--- src/rtl/cpu_defs.sv ---
// rtl/cpu_defs.sv - shared CPU constants and reg_dump_tx state encodings
package cpu_defs;

    localparam int REG_ADDR_W = 5;

    typedef enum logic [2:0] {
        ST_IDLE = 3'd0,
        ST_LOAD = 3'd1,
        ST_SEND = 3'd2,
        ST_CSUM = 3'd3,
        ST_DONE = 3'd4
    } dump_state_t;

endpackage

--- src/rtl/reg_dump_tx.sv ---
// rtl/reg_dump_tx.sv - register-file dump streamer, optional XOR checksum beat (REG_DUMP_TX_CHECKSUM_EN)
module reg_dump_tx
    import cpu_defs::*;
#(
    parameter int NUM_REGS = 32,
    parameter int DATA_W   = 32
) (
    input  logic                  clk,
    input  logic                  rst,
    input  logic                  start,
    output logic [REG_ADDR_W-1:0] rf_raddr,
    input  logic [DATA_W-1:0]     rf_rdata,
    output logic                  dump_valid,
    input  logic                  dump_ready,
    output logic [REG_ADDR_W-1:0] dump_idx,
    output logic [DATA_W-1:0]     dump_data,
    output logic                  dump_csum,
    output logic                  busy,
    output logic                  done
);

    localparam logic [REG_ADDR_W-1:0] LAST_IDX = REG_ADDR_W'(NUM_REGS - 1);

    dump_state_t           state;
    logic [REG_ADDR_W-1:0] index;

    // The register file is addressed straight from the walk index.
    assign rf_raddr = index;

`ifdef REG_DUMP_TX_CHECKSUM_EN
    logic [DATA_W-1:0] acc;
    logic              csum_q;

    assign dump_csum = csum_q;

    // Dump FSM with XOR accumulator and trailing checksum beat.
    always_ff @(posedge clk or posedge rst) begin
        if (rst) begin
            state      <= ST_IDLE;
            index      <= '0;
            acc        <= '0;
            dump_valid <= 1'b0;
            dump_idx   <= '0;
            dump_data  <= '0;
            csum_q     <= 1'b0;
            busy       <= 1'b0;
            done       <= 1'b0;
        end else begin
            case (state)
                ST_IDLE: begin
                    if (start) begin
                        index <= '0;
                        acc   <= '0;
                        busy  <= 1'b1;
                        state <= ST_LOAD;
                    end
                end
                ST_LOAD: begin
                    dump_data  <= rf_rdata;
                    dump_idx   <= index;
                    acc        <= acc ^ rf_rdata;
                    dump_valid <= 1'b1;
                    state      <= ST_SEND;
                end
                ST_SEND: begin
                    if (dump_ready) begin
                        dump_valid <= 1'b0;
                        if (index == LAST_IDX) begin
                            state <= ST_CSUM;
                        end else begin
                            index <= index + 1'b1;
                            state <= ST_LOAD;
                        end
                    end
                end
                ST_CSUM: begin
                    // First cycle stages the checksum so beats stay two cycles apart.
                    if (!dump_valid) begin
                        dump_valid <= 1'b1;
                        csum_q     <= 1'b1;
                        dump_idx   <= LAST_IDX;
                        dump_data  <= acc;
                    end else if (dump_ready) begin
                        dump_valid <= 1'b0;
                        csum_q     <= 1'b0;
                        done       <= 1'b1;
                        state      <= ST_DONE;
                    end
                end
                ST_DONE: begin
                    done  <= 1'b0;
                    busy  <= 1'b0;
                    index <= '0;
                    state <= ST_IDLE;
                end
                default: begin
                    state <= ST_IDLE;
                end
            endcase
        end
    end
`else
    assign dump_csum = 1'b0;

    // Dump FSM walking the register file, no checksum beat.
    always_ff @(posedge clk or posedge rst) begin
        if (rst) begin
            state      <= ST_IDLE;
            index      <= '0;
            dump_valid <= 1'b0;
            dump_idx   <= '0;
            dump_data  <= '0;
            busy       <= 1'b0;
            done       <= 1'b0;
        end else begin
            case (state)
                ST_IDLE: begin
                    if (start) begin
                        index <= '0;
                        busy  <= 1'b1;
                        state <= ST_LOAD;
                    end
                end
                ST_LOAD: begin
                    dump_data  <= rf_rdata;
                    dump_idx   <= index;
                    dump_valid <= 1'b1;
                    state      <= ST_SEND;
                end
                ST_SEND: begin
                    if (dump_ready) begin
                        dump_valid <= 1'b0;
                        if (index == LAST_IDX) begin
                            done  <= 1'b1;
                            state <= ST_DONE;
                        end else begin
                            index <= index + 1'b1;
                            state <= ST_LOAD;
                        end
                    end
                end
                ST_DONE: begin
                    done  <= 1'b0;
                    busy  <= 1'b0;
                    index <= '0;
                    state <= ST_IDLE;
                end
                default: begin
                    state <= ST_IDLE;
                end
            endcase
        end
    end
`endif

endmodule
--- config.mk ---
export PLATFORM = sky130hd
export DESIGN_NAME = reg_dump_tx
export DESIGN_NICKNAME = d
export VERILOG_FILES = /design/src/rtl/cpu_defs.sv /design/src/rtl/reg_dump_tx.sv
export SDC_FILE = /design/constraint.sdc
export NUM_CORES = 1
export LEC_CHECK = 0
export BUFFER_PORTS_ARGS = -buffer_cell sky130_fd_sc_hd__buf_2
export CORE_MARGIN = 2
export CORE_UTILIZATION = 28
export CTS_CLUSTER_DIAMETER = 120
export DETAILED_ROUTE_END_ITERATION = 8
export PLACE_DENSITY = 0.62
export SLEW_MARGIN = 10
export SYNTH_ARGS = -nofsm -noshare
export SYNTH_HDL_FRONTEND = slang
export SYNTH_SLANG_ARGS = --single-unit
--- constraint.sdc ---
create_clock -name clk -period 3.17 [get_ports clk]
set_input_delay 0.317 -clock clk [delete_from_list [all_inputs] [get_ports clk]]
set_output_delay 0.317 -clock clk [all_outputs]
set_load 0.01 [all_outputs]
==> results.yml <==
floorplan:
  initial_core_util_pct: 29.0
  io_pins: 82
  die-area_mm2: 0.00773
  core-area_mm2: 0.00679
  die_x_um: 87.9
  die_height_um: 87.9
  rows: 30
critical_path:
  max_stage_delay_ns: 0.43
  crit_required_ns: 3.40
  path_max_fanout: 5
  startpoint_type: "flip-flop"
  path_cells: "ha_1 -> and3_1 -> ha_1 -> nor4bb_1 -> o21a_1 -> mux2i_1"
  path_delay_family: "simple AND/OR/NAND/NOR gates"
  slowest_stage: "dfrtp_1"
  critical_path_arrival_ns: 2.14
  end_kind: "flip-flop"
  path_class: "flip-flop to flip-flop"
  startpoint: "rf_raddr[0]$_DFFE_PP0P_"
  r2r_end: "rf_raddr[4]$_DFFE_PP0P_"
  reg2reg_setup_slack_ns: 1.25
  rr_worst_depth: 6
  rr_startpoint: "rf_raddr[0]$_DFFE_PP0P_"
  path_common_cell: "ha_1"
  path_buf_inv: 0
placement:
  dp_hpwl_um: 2740
  globalplace.congestion: 0.684
  dp_slack_ns: 1.27
  io_buffers: 80
logic_synthesis:
  seq_area_frac_synth_pct: 60.9
  syn_inst: 137
  synth_nets: 175
  yosysWarnings: 0
  synth_seq_cells: 48
  syn_area_mm2: 0.00197
  ys_types: 30
  avgSynthCellArea_um2: 14.4
drt:
  drt-initial-drc-count: 44
  drt-pass1-iter-count: 4
  vias: 1372
  drc: 0
  drt-total-wl_um: 3910
  vias_per_cell: 4.34
  ant_nets: 0
  wl_per_cell_um: 12.4
clock_tree:
  cts_max_level: 2
  cts_tree: "yes"
  ctsRootBufferMaster: "clkbuf_8"
  postCtsSetupBuffers: 0
  clockBufferDepth: 2
  clk_pin_slew_ns: 0.09
  clkLatencyLatePin_ns: 0.30
  numCtsBuffers: 5
  cts_resized: 0
  clock-sinks: 48
  cts_hold_buffers: 0
layout:
  layout-drive-gt1-share_pct: 56.4
  fillers: 695
  final_core_util_pct: 37.9
  final_common_cell: "buf_2"
  multi_input_area_um2: 686
  ff_latch_area_mm2: 0.00120
  layout_common_cells: "buf_2 (80), dfrtp_1 (48), mux2_2 (29), mux2_1 (8)"
  fin_nets: 257
  area_delta_synth_final_pct: 30.5
  n_antenna_cell: 0
timing:
  maxSlewViolCount: 0
  rsz0062_at_grt: "false"
  setup_viol: 0
  setup_ws_ns: 1.25
  slew_headroom_pct: 32.6
  clock_skew_ns: 0.00436
  fmax_mhz: 522
  worst_pin_slew_ns: 1.01
  finalCritPeriodShare_pct: 60.4
  setup_tns_ns: 0
  hold_viol: 0
  period_minus_slack_ns: 1.92
  hold_slack_ns: 0.229
pwr:
  ir_worst_vdd_mv: 0.398
  power_density_mw_per_mm2: 943
  leakagePower_nw: 1.26
global_route:
  antenna_found_initial: 0
  grt_usage_pct: 10.7
  grt_pass1_vias: 1312
  grt-ovfl-total: 0
  grt_max_degree: 49
  grt_pass1_wl_um: 6340
worst_hold_path:
  min_from: "rf_rdata[10]"
  hold_depth: 2
  hp-class: "primary input to flip-flop"
  min_to: "dump_data[10]$_DFFE_PP0P_"
run:
  cap_violations: 0
status:
  outcome: "finished clean"
## flip-flops by register name, indices dropped and copies added (netlist names)
signal / flops
dump_data: 32
dump_idx: 5
rf_raddr: 5
state: 3
busy: 1
done: 1
dump_valid: 1
## worst register-to-register path: cells and delay by family, from the launching register on
kind / cells / cell delay, ns
AND/OR/NAND/NOR: 2 / 0.47
adder cells (fa/ha/maj): 2 / 0.46
AO/OA/AOI/OAI: 1 / 0.27
flip-flops: 1 / 0.43
multiplexers: 1 / 0.21
## cells by family (layout without fill, tap and decap cells)
kind of cell             count (synthesis)  count (layout)  share of synthesized area [%]
AND/OR/NAND/NOR                         18              18                           6.09
buffers and inverters                   15              98                           4.31
flip-flops                              48              48                           60.9
adder cells (fa/ha/maj)                  2               2                           1.27
multiplexers                            40              40                           22.7
AO/OA/AOI/OAI                           13              13                           4.57
other                                    1               1                          0.190
## routing by layer
layer  track usage [%]  share of wire (%)
met4              3.78               0.95
met1              13.9                 46
met5                 0                  0
met2              16.3                 45
met3              4.05                8.1
## worst max path at each step
stage	slack (ns)	endpoint	cells past startpoint
5_1_grt	1.08	rf_raddr[4]$_DFFE_PP0P_	6
4_1_cts	1.24	rf_raddr[4]$_DFFE_PP0P_	6
3_5_place_dp	1.27	rf_raddr[4]$_DFFE_PP0P_	6
2_1_floorplan	1.42	rf_raddr[1]$_DFFE_PP0P_	6
3_3_place_gp	1.36	rf_raddr[1]$_DFFE_PP0P_	6
6_report	1.25	rf_raddr[4]$_DFFE_PP0P_	6
## metrics by stage
stage	cell area (um2)	cells	power, mW
4_1_cts	2570	316	2.47
6_report	2570	316	2.43
3_3_place_gp	2450	308	1.97
2_1_floorplan	1970	137	1.64
3_5_place_dp	2450	308	1.99
5_1_grt	2570	316	2.62
## power by group
part           internal [mW]  switching [mW]  leakage, nW
logic                  0.485           0.442        0.617
registers              0.878           0.153        0.578
clock network          0.258           0.212       0.0614
## Yosys cell counts (all sizes together)
master / instances / area [um2]
dfrtp: 48 / 1200
mux2: 37 / 417
inv: 8 / 30.0
buf: 7 / 55.1
and3: 3 / 18.8
mux2i: 3 / 30.0
nand2: 3 / 11.3
o21ai: 3 / 15.0
a21o: 2 / 15.0
a21oi: 2 / 10.0
ha: 2 / 25.0
nand3b: 2 / 15.0
nor2: 2 / 7.51
nor2b: 2 / 12.5
nor3: 2 / 21.3
o211ai: 2 / 15.0
a41oi: 1 / 8.76
conb: 1 / 3.75
nand3: 1 / 5.00
nand4: 1 / 6.26
nor3b: 1 / 12.5
nor4bb: 1 / 10.0
o2111ai: 1 / 8.76
o21a: 1 / 7.51
o21ba: 1 / 10.0
## area by class of cell
type | instances | share of cell area [%]
multi-input combinational | 74 | 26.6
clock buffer | 6 | 3.21
timing repair buffer | 82 | 16.1
sequential | 48 | 46.7
tap | 96 | 4.67
clock inverter | 2 | 1.51
inverter | 8 | 1.17
(Power assumes the default switching activity.)
